### src/rtl/ldi_pkg.sv
// ldi_pkg: shared types and constants for the LDI word-alignment controller.
//   lane_state_t : per-lane alignment FSM state
//   SER_FACTOR   : LVDS serialization factor (7 bit positions per word)
//   RUN_W        : width of the de run-length counter
//   slip_inc     : advance a slip position modulo SER_FACTOR
package ldi_pkg;

    typedef enum logic [2:0] {
        ST_IDLE,
        ST_MEASURE,
        ST_SLIP,
        ST_HOLDOFF,
        ST_LOCKED
    } lane_state_t;

    localparam int SER_FACTOR = 7;
    localparam int RUN_W      = 12;

    function automatic logic [2:0] slip_inc(input logic [2:0] s);
        return (s == 3'(SER_FACTOR - 1)) ? 3'd0 : s + 3'd1;
    endfunction

endpackage

### src/rtl/ldi_align_lane.sv
// ldi_align_lane: word-alignment FSM for one LVDS pixel lane.
//   clock, reset       : pixel clock, asynchronous active-high reset
//   rx_locked          : deserializer PLL lock
//   de                 : lane data enable
//   manual_en/slip/step: manual override (only with LDI_ALIGN_MANUAL_EN)
//   align              : bitslip request
//   locked             : word alignment achieved
//   error              : sticky, a full rotation of slips failed to lock
//   slip_count         : current slip position 0..6
module ldi_align_lane
    import ldi_pkg::*;
#(
    parameter int DE_MIN        = 310,
    parameter int DE_MAX        = 970,
    parameter int LINES_TO_LOCK = 4,
    parameter int LINES_TO_LOSE = 3,
    parameter int HOLDOFF       = 16,
    parameter int TIMEOUT       = 2 ** 20
) (
    input  logic       clock,
    input  logic       reset,
    input  logic       rx_locked,
    input  logic       de,
`ifdef LDI_ALIGN_MANUAL_EN
    input  logic       manual_en,
    input  logic       manual_slip,
    input  logic       manual_step,
`endif
    output logic       align,
    output logic       locked,
    output logic       error,
    output logic [2:0] slip_count
);

    localparam int GW = $clog2(LINES_TO_LOCK + 1);
    localparam int LW = $clog2(LINES_TO_LOSE + 1);
    localparam int CW = $clog2(HOLDOFF + 1);
    localparam int TW = $clog2(TIMEOUT) + 1;
    localparam logic [GW-1:0] LOCK_N = GW'(LINES_TO_LOCK);
    localparam logic [LW-1:0] LOSE_N = LW'(LINES_TO_LOSE);

    lane_state_t      state, state_n;
    logic             de_q, have_prev;
    logic [RUN_W-1:0] run;
    logic [RUN_W-2:0] prev_hi;
    logic [GW-1:0]    good_cnt;
    logic [LW-1:0]    loss_cnt;
    logic [CW-1:0]    cnt;
    logic [TW-1:0]    timer;
    logic [2:0]       consec;
    logic             fall, line_ok, timeout, slip_done;

    assign fall      = de_q & ~de;
    // Lines are compared ignoring the LSB so a one-clock jitter in de length
    // does not count as a misalignment.
    assign line_ok   = (run >= RUN_W'(DE_MIN)) && (run <= RUN_W'(DE_MAX)) &&
                       (run[RUN_W-1:1] == prev_hi);
    assign timeout   = timer == TW'(TIMEOUT - 1);
    assign slip_done = (state == ST_SLIP) && (state_n == ST_HOLDOFF);

    always_comb begin
        state_n = state;
        case (state)
            ST_IDLE:    state_n = rx_locked ? ST_MEASURE : ST_IDLE;
            ST_MEASURE: begin
                if (fall) begin
                    if (have_prev)
                        state_n = !line_ok ? ST_SLIP :
                                  (good_cnt + 1'b1 == LOCK_N) ? ST_LOCKED : ST_MEASURE;
                end else if (timeout) begin
                    state_n = ST_SLIP;
                end
            end
            ST_SLIP:    state_n = (cnt == CW'(1)) ? ST_HOLDOFF : ST_SLIP;
            ST_HOLDOFF: state_n = (cnt == CW'(HOLDOFF - 1)) ? ST_MEASURE : ST_HOLDOFF;
            ST_LOCKED: begin
                if (fall) begin
                    if (!line_ok && (loss_cnt + 1'b1 == LOSE_N)) state_n = ST_SLIP;
                end else if (timeout) begin
                    state_n = ST_SLIP;
                end
            end
            default:    state_n = ST_IDLE;
        endcase
        if (!rx_locked) state_n = ST_IDLE;
    end

    always_ff @(posedge clock or posedge reset) begin
        if (reset) begin
            state      <= ST_IDLE;
            de_q       <= 1'b0;
            run        <= '0;
            prev_hi    <= '0;
            have_prev  <= 1'b0;
            good_cnt   <= '0;
            loss_cnt   <= '0;
            cnt        <= '0;
            timer      <= '0;
            consec     <= '0;
            align      <= 1'b0;
            locked     <= 1'b0;
            error      <= 1'b0;
            slip_count <= '0;
        end
`ifdef LDI_ALIGN_MANUAL_EN
        else if (manual_en) begin
            align <= manual_slip;
            if (manual_step) slip_count <= slip_inc(slip_count);
        end
`endif
        else begin
            state <= state_n;
            de_q  <= de;
            run   <= de ? ((&run) ? run : run + 1'b1) : '0;
            // Timeout only runs while a line is expected; any falling edge reloads it.
            timer <= (fall || !(state == ST_MEASURE || state == ST_LOCKED)) ? '0 : timer + 1'b1;
            cnt   <= (state_n != state) ? '0 : cnt + 1'b1;
            if (state == ST_IDLE || state == ST_HOLDOFF) begin
                have_prev <= 1'b0;
                prev_hi   <= '0;
                good_cnt  <= '0;
            end else if (state == ST_MEASURE && fall) begin
                have_prev <= 1'b1;
                prev_hi   <= run[RUN_W-1:1];
                if (have_prev && line_ok) good_cnt <= good_cnt + 1'b1;
            end
            loss_cnt <= (state != ST_LOCKED) ? '0 :
                        fall ? (line_ok ? '0 : loss_cnt + 1'b1) : loss_cnt;
            if (slip_done) begin
                slip_count <= slip_inc(slip_count);
                consec     <= (consec == 3'd7) ? consec : consec + 3'd1;
                error      <= error | (consec == 3'(SER_FACTOR - 1));
            end else if (state_n == ST_LOCKED) begin
                consec <= '0;
            end
            align  <= state_n == ST_SLIP;
            locked <= state_n == ST_LOCKED;
        end
    end

endmodule

### src/rtl/ldi_align_controller.sv
// ldi_align_controller: per-lane LVDS word-alignment controller driving
// rx_channel_data_align from the data-enable run length of each lane.
//   clock, reset     : deserializer pixel clock, asynchronous active-high reset
//   rx_locked        : deserializer PLL lock, shared by all lanes
//   de[P]            : per-lane data enable
//   manual_en        : freeze FSMs, drive align from manual_slip (LDI_ALIGN_MANUAL_EN)
//   manual_slip[P]   : manual bitslip per lane (LDI_ALIGN_MANUAL_EN)
//   align[P]         : bitslip request per lane
//   locked[P]        : alignment achieved per lane
//   error[P]         : sticky, all slip positions tried without lock
//   slip_count[3*P]  : slip position per lane, 3 bits each
// Optional feature macro: LDI_ALIGN_MANUAL_EN
module ldi_align_controller
    import ldi_pkg::*;
#(
    parameter int PIXELS_IN_PARALLEL = 2,
    parameter int DE_MIN             = 310,
    parameter int DE_MAX             = 970,
    parameter int LINES_TO_LOCK      = 4,
    parameter int LINES_TO_LOSE      = 3,
    parameter int HOLDOFF            = 16,
    parameter int TIMEOUT            = 2 ** 20
) (
    input  logic                            clock,
    input  logic                            reset,
    input  logic                            rx_locked,
    input  logic [PIXELS_IN_PARALLEL-1:0]   de,
`ifdef LDI_ALIGN_MANUAL_EN
    input  logic                            manual_en,
    input  logic [PIXELS_IN_PARALLEL-1:0]   manual_slip,
`endif
    output logic [PIXELS_IN_PARALLEL-1:0]   align,
    output logic [PIXELS_IN_PARALLEL-1:0]   locked,
    output logic [PIXELS_IN_PARALLEL-1:0]   error,
    output logic [3*PIXELS_IN_PARALLEL-1:0] slip_count
);

`ifdef LDI_ALIGN_MANUAL_EN
    logic [PIXELS_IN_PARALLEL-1:0] manual_q, manual_step;

    always_ff @(posedge clock or posedge reset) begin
        if (reset) manual_q <= '0;
        else       manual_q <= manual_slip;
    end

    assign manual_step = manual_slip & ~manual_q;
`endif

    for (genvar i = 0; i < PIXELS_IN_PARALLEL; i++) begin : g_lane
        ldi_align_lane #(
            .DE_MIN        (DE_MIN),
            .DE_MAX        (DE_MAX),
            .LINES_TO_LOCK (LINES_TO_LOCK),
            .LINES_TO_LOSE (LINES_TO_LOSE),
            .HOLDOFF       (HOLDOFF),
            .TIMEOUT       (TIMEOUT)
        ) u_lane (
            .clock       (clock),
            .reset       (reset),
            .rx_locked   (rx_locked),
            .de          (de[i]),
`ifdef LDI_ALIGN_MANUAL_EN
            .manual_en   (manual_en),
            .manual_slip (manual_slip[i]),
            .manual_step (manual_step[i]),
`endif
            .align       (align[i]),
            .locked      (locked[i]),
            .error       (error[i]),
            .slip_count  (slip_count[3*i +: 3])
        );
    end

endmodule

### config.mk
export PLATFORM = sky130hd
export DESIGN_NAME = ldi_align_controller
export DESIGN_NICKNAME = d
export VERILOG_FILES = /design/src/rtl/ldi_pkg.sv /design/src/rtl/ldi_align_lane.sv /design/src/rtl/ldi_align_controller.sv
export SDC_FILE = /design/constraint.sdc
export NUM_CORES = 1
export LEC_CHECK = 0
export BUFFER_PORTS_ARGS = -buffer_cell sky130_fd_sc_hd__buf_2
export CAP_MARGIN = 20
export CORE_UTILIZATION = 51
export DETAILED_ROUTE_END_ITERATION = 8
export PLACE_DENSITY = 0.72
export REMOVE_ABC_BUFFERS = 1
export SYNTH_ARGS = -nofsm -noshare
export SYNTH_HDL_FRONTEND = slang
export SYNTH_SLANG_ARGS = --single-unit
### constraint.sdc
create_clock -name clock -period 4.1 [get_ports clock]
set_input_delay 0.41 -clock clock [delete_from_list [all_inputs] [get_ports clock]]
set_output_delay 0.41 -clock clock [all_outputs]
set_load 0.02 [all_outputs]
**Word-level counts from Yosys, hierarchy flattened**

Index checks and enable logic that the tools add are counted.

- Register bits: 136
- Bits of input ports: 5
- Output and inout port bits: 12
- Logic and storage cells: 188

- $add $sub $neg: 14
- Magnitude comparators: 4
- Equality and inequality tests: 40
- Multiplexer cells: 58
- Bitwise operators: 6
- Reduce and logical (&&, ||, !) cells: 38

Operators with widths:

| cell | count |
|---|---|
| $mux 3 | 30 |
| $mux 12 | 4 |
| $mux 11 | 4 |
| $add 21x1->21 const B | 2 |
| $eq 21x20->1 const B | 2 |
| $mux 21 | 2 |
| $eq 3x3->1 const B | 12 |
| $pmux 3 s5 | 2 |
| $add 12x1->12 const B | 2 |
| $eq 3x2->1 const B | 8 |
| $ge 12x9->1 const B | 2 |
| $le 12x10->1 const B | 2 |
| $reduce_and 12->1 | 2 |
| $eq 11x11->1 | 2 |
| $add 3x1->3 const B | 6 |
| $mux 2 | 8 |
| $reduce_bool 2->1 | 8 |
| $logic_and 1x1->1 | 12 |
| $add 5x1->5 const B | 2 |
| $eq 5x1->1 const B | 2 |
| $eq 5x4->1 const B | 2 |
| $mux 5 | 2 |
| $ne 2x2->1 const B | 4 |
| $reduce_and 2->1 | 4 |
| 12 further kinds | 34 |

**Longest topological paths before layout**

- Depth after elaboration: 13
- Mapped depth: 9
- Gate-level depth less buffers: 9

**Hierarchy**

Synthesis repeated with hierarchy kept, for this count alone.

- Cell total of the unflattened synthesis: 748
- Area total of the unflattened synthesis: 7304.5 µm²

Modules (own cells, without submodules):

| module | times used | cells each | area each (µm²) | seq. area each (µm²) |
|---|---|---|---|---|
| ldi_align_lane | 2 | 374 | 3652.3 | 1701.6 |

**Worst setup path before layout**

Ideal clock, no wire load.

- Kind: reg2reg
- From: register g_lane[1].u_lane.run[9]
- To: register g_lane[1].u_lane.consec[0]
- Library setup time: 0.125 ns
- Data arrival time: 2.140 ns
- Required time: 3.975 ns
- Setup slack: 1.835 ns
- Cell stages (with the launch flop): 9
- Buffers on the path: 1
- Period minus slack after synthesis: 2.265 ns
- Path through: dfrtp_1 buf_2 xor2_1 nor4_2 o31ai_1 nor4_4 nand2_1 a31o_1 mux2_2

- Cells in the longest elaborated chain, start to end: 13
- Elaborated cells between the ends (all ways): 21
- Those cells by class: order compare (2); eq/ne (4); mux (8); reduce/logical (7)

RTL lines:

| item | line | RTL |
|---|---|---|
| start, declared | ldi_align_lane.sv:44 | `logic [RUN_W-1:0] run;` |
| start signal, assigned | ldi_align_lane.sv:114 | `run <= de ? ((&run) ? run : run + 1'b1) : '0;` |
| $ge 12x9->1 / $le 12x10->1 (equally long branches) | ldi_align_lane.sv:56 | `assign line_ok = (run >= RUN_W'(DE_MIN)) && (run <= RUN_W'(DE_MAX)) &&` |
| $logic_and 1x1->1 | ldi_align_lane.sv:56 |  |
| $logic_and 1x1->1 * | ldi_align_lane.sv:56 |  |
| $logic_not 1->1 | n/a |  |
| $logic_and 1x1->1 | ldi_align_lane.sv:78 | `if (!line_ok && (loss_cnt + 1'b1 == LOSE_N)) state_n = ST_SLIP;` |
| $mux 3 | ldi_align_lane.sv:78 |  |
| $mux 3 | ldi_align_lane.sv:77 | `if (fall) begin` |
| $pmux 3 s5 * | ldi_align_lane.sv:63 | `case (state)` |
| $mux 3 * | ldi_align_lane.sv:85 | `if (!rx_locked) state_n = ST_IDLE;` |
| $eq 3x2->1 | ldi_align_lane.sv:59 | `assign slip_done = (state == ST_SLIP) && (state_n == ST_HOLDOFF);` |
| $logic_and 1x1->1 | ldi_align_lane.sv:59 |  |
| $ne 2x2->1 (no source line) / $reduce_bool 2->1 (equally long branches) | n/a |  |
| $reduce_and 2->1 (no source line) | n/a |  |
| end signal, assigned | ldi_align_lane.sv:131 | `consec <= (consec == 3'd7) ? consec : consec + 3'd1;` |
| end, declared | ldi_align_lane.sv:50 | `logic [2:0] consec;` |

Mark *: on every way between the ends. The rest lies on a longest branch, timed or not.
A chain may end at the register's enable or synchronous reset.

**Final worst setup path**

Ends and elaborated chain as after synthesis.

==> out/qor.csv <==
stage,metric,value,unit
outcome,outcome,"complete, no violations",
sta,unrepaired setup endpoints after global routing,no,
yosys,Post-synth EDFFs,0,
cts,Clock Sinks,136,
placed_design,Cells after DPL,854,
power_and_ir_drop,power per cell area,410.9,nW/µm²
grt,vias in the first global route,5003,
grt,final global-route overflow total,0,
min_path,worst min path class,in2async,
layout,fin cells,886,
sta,pins over their slew limit,0,
layout,FILL cells,1090,
worst_setup_path,critical path required time,4.40,ns
sta,fin worst setup slack,1.652,ns
worst_setup_path,Setup crit start kind,flop,
cts,Clock Latency Late Sink,0.42,ns
route,DRT iter0 DRCs,381,
worst_setup_path,Crit Path Class,reg2reg,
power_and_ir_drop,VDD IR max,0.0003182,V
yosys,Post-Syn Area per Cell,9.997,µm²
floorplanning,core area,13300,µm²
route,DRC viols,0,
layout,share of layout cells above drive strength 1,10.14,%
sta,Max Fclk,408.6,MHz
cts,Bufs on Longest Clock Path,2,
floorplanning,die area,14170,µm²
placed_design,GPL Wtd Cong,0.8540,
cts,PostCTS Resize Cnt,0,
sta,Slew @ Worst Pin,0.8064,ns
grt,first-pass GRT wire length,23360,µm
cts,htree depth,4,
floorplanning,std cell rows,42,
worst_setup_path,Worst Path Arrival,2.75,ns
yosys,yosys warns,0,
cts,# Post-CTS Setup Buffers,0,
power_and_ir_drop,P_leak,3.546,nW
placed_design,Buffers on Ports,16,
yosys,"Top FF cell, synth",dfrtp_1,
yosys,"FF+latch count, synth",136,
layout,Total Nets Final,726,
grt,pin count of the biggest net entering global routing,74,
grt,initial antenna violation count,0,
route,antenna-violating nets left,0,
route,via count,5018,
sta,fin crit share,59.70,%
route,routed wire length,13170,µm
placed_design,dpl hpwl,8932,µm
grt,Total GRT Usage,20.50,%
cts,"Reg clk slew, reported paths",0.06,ns
yosys,fraction of registers with async set/reset,100.0,%
placed_design,Place WS,1.571,ns
floorplanning,Die Width,119.1,µm
sta,Layout Skew,0.008451,ns
job,Max-cap violations,0,
yosys,Post-Synthesis Cells,699,
sta,Final Hold Viols,0,
cts,Hold Buf Count CTS,0,
worst_setup_path,critical path peak fanout,7,
route,WL/cell,14.86,µm
worst_setup_path,CP endpoint kind,flop,
sta,relative slew slack,46.24,%
layout,antenna cells,0,
route,iteration count of the initial detailed-routing pass,5,
yosys,register area share after synthesis,48.70,%
sta,Final setup viols,0,
sta,TNS Setup,0,ns
sta,clock period minus worst slack,2.448,ns
floorplanning,io pins,17,
cts,clock root cell,clkbuf_16,
yosys,Unique masters post-synth,70,
cts,Inserted Clock Buffers,17,
floorplanning,Initial Util,52.56,%
cts,CTS tree,done,
floorplanning,Die H,119.1,µm
layout,Layout area overhead,10.56,%
route,Via-to-Cell Ratio,5.664,
yosys,Post-Syn Area,6988,µm²
## power breakdown
group          internal (mW)  total, mW  switching, mW
clock network           1.00       1.55          0.545
registers               1.38       1.43         0.0471
logic                 0.0741      0.199          0.125
total                   2.46       3.17          0.717
## stage by stage
step           util [%]  total power [mW]  cell area [µm²]  hold slack [ns]
4_1_cts           58.11             3.202             7726           0.1263
5_1_grt           58.11             3.307             7726           0.1324
3_5_place_dp      53.60             1.653             7126           0.4573
6_report          58.11             3.175             7726           0.1407
3_3_place_gp      53.60             1.640             7126           0.4579
2_1_floorplan         -             1.591             6788           0.4414
## synthesized netlist by cell type (21+ instances only)
| library cell | number | area, µm² |
|---|---|---|
| dfrtp_1 | 136 | 3403 |
| xor2_1 | 45 | 394.1 |
| clkbuf_1 | 27 | 101.4 |
| xnor2_1 | 34 | 297.8 |
| nor3_1 | 21 | 105.1 |
| ha_1 | 24 | 300.3 |
| inv_1 | 29 | 108.9 |
| nor2_1 | 91 | 341.6 |
| a22o_1 | 24 | 210.2 |
| nand4_1 | 21 | 131.4 |
| nand3_1 | 35 | 175.2 |
| nand2_1 | 36 | 135.1 |
## cell usage in the layout, fill, tap and decap left out, types with 7 or more instances in the layout
master     Yosys  routed
xnor2_1       34      34
ha_1          24      24
nor2b_1       10      10
nand2b_1       7       7
clkbuf_16      0      17
buf_2          4      16
a22o_1        24      24
nor3_1        21      21
a21oi_1       17      17
nand4_1       21      21
nand3_1       35      35
and3_1        16      16
o21ai_0       13      13
dfrtp_1      136     136
xor2_1        45      45
nand2_1       36      36
a31oi_1        8       8
nor2_1        91      91
inv_1         29      28
## layer usage
layer / track usage (%) / up-vias / share of wire (%)
met1: 28.35 / 2476 / 48
met5: 0 / - / 0
met2: 31.10 / 103 / 47
met4: 9.652 / 0 / 1.7
met3: 3.879 / 26 / 3.8
li1: - / 2413 / -
## worst paths after layout
| kind | start | endpoint | depth (start not counted) | slack, ns |
|---|---|---|---|---|
| worst max-delay path | g_lane[1].u_lane.run[9]$_DFFE_PP0P_ | g_lane[1].u_lane.consec[0]$_DFFE_PP0P_ | 7 | 1.65 |
| worst min-delay path | reset | g_lane[1].u_lane.timer[1]$_DFF_PP0_ | 2 | 0.14 |
| worst max register to register | g_lane[1].u_lane.run[9]$_DFFE_PP0P_ | g_lane[1].u_lane.consec[0]$_DFFE_PP0P_ | 7 | 1.65 |
| worst min register to register | g_lane[0].u_lane.error$_DFFE_PP0P_ | g_lane[0].u_lane.error$_DFFE_PP0P_ | 1 | 0.46 |
| max in group asynchronous | reset | g_lane[0].u_lane.good_cnt[2]$_DFFE_PP0P_ | 3 | 3.11 |
| min in group clock | de[0] | g_lane[0].u_lane.de_q$_DFF_PP0_ | 1 | 0.14 |
## logic make-up (layout without fill, tap and decap cells)
family,count (synthesis),count (layout),share of synthesized area (%)
xor gates and xnor gates,80,80,10.13
muxes,5,5,0.7699
AOI/OAI and AO/OA,101,101,10.35
DFF,136,136,48.70
adders and majority gates,24,24,4.297
and+or+nand+nor,284,284,21.33
buffers and inverters,69,80,4.422
## worst max-delay path, stage by stage, from the launching register on
cell     delay, ns
dfrtp_1       0.46
xor2_1        0.20
nor4_2        0.27
o31ai_1       0.22
nor4_4        0.48
nand2_1       0.15
a31o_1        0.27
mux2_2        0.27
## registers in the layout (all words and copies together) (netlist names)
register                  count
g_lane.u_lane.timer          42
g_lane.u_lane.run            24
g_lane.u_lane.prev_hi        22
g_lane.u_lane.cnt            10
g_lane.u_lane.consec          6
g_lane.u_lane.good_cnt        6
g_lane.u_lane.slip_count      6
g_lane.u_lane.state           6
g_lane.u_lane.loss_cnt        4
g_lane.u_lane.align           2
g_lane.u_lane.de_q            2
g_lane.u_lane.error           2
g_lane.u_lane.have_prev       2
g_lane.u_lane.locked          2
## area by class of cell
type / count / area (µm²) / share of cell area (%)
clock buffer: 24 / 481.7 / 6.235
inverter: 29 / 111.4 / 1.441
tap: 176 / 220.2 / 2.850
timing repair buffer: 19 / 115.1 / 1.490
multi-input combinational: 494 / 3276 / 42.40
sequential: 136 / 3403 / 44.05
clock inverter: 8 / 118.9 / 1.538
Power figures use the tool's default switching activity.
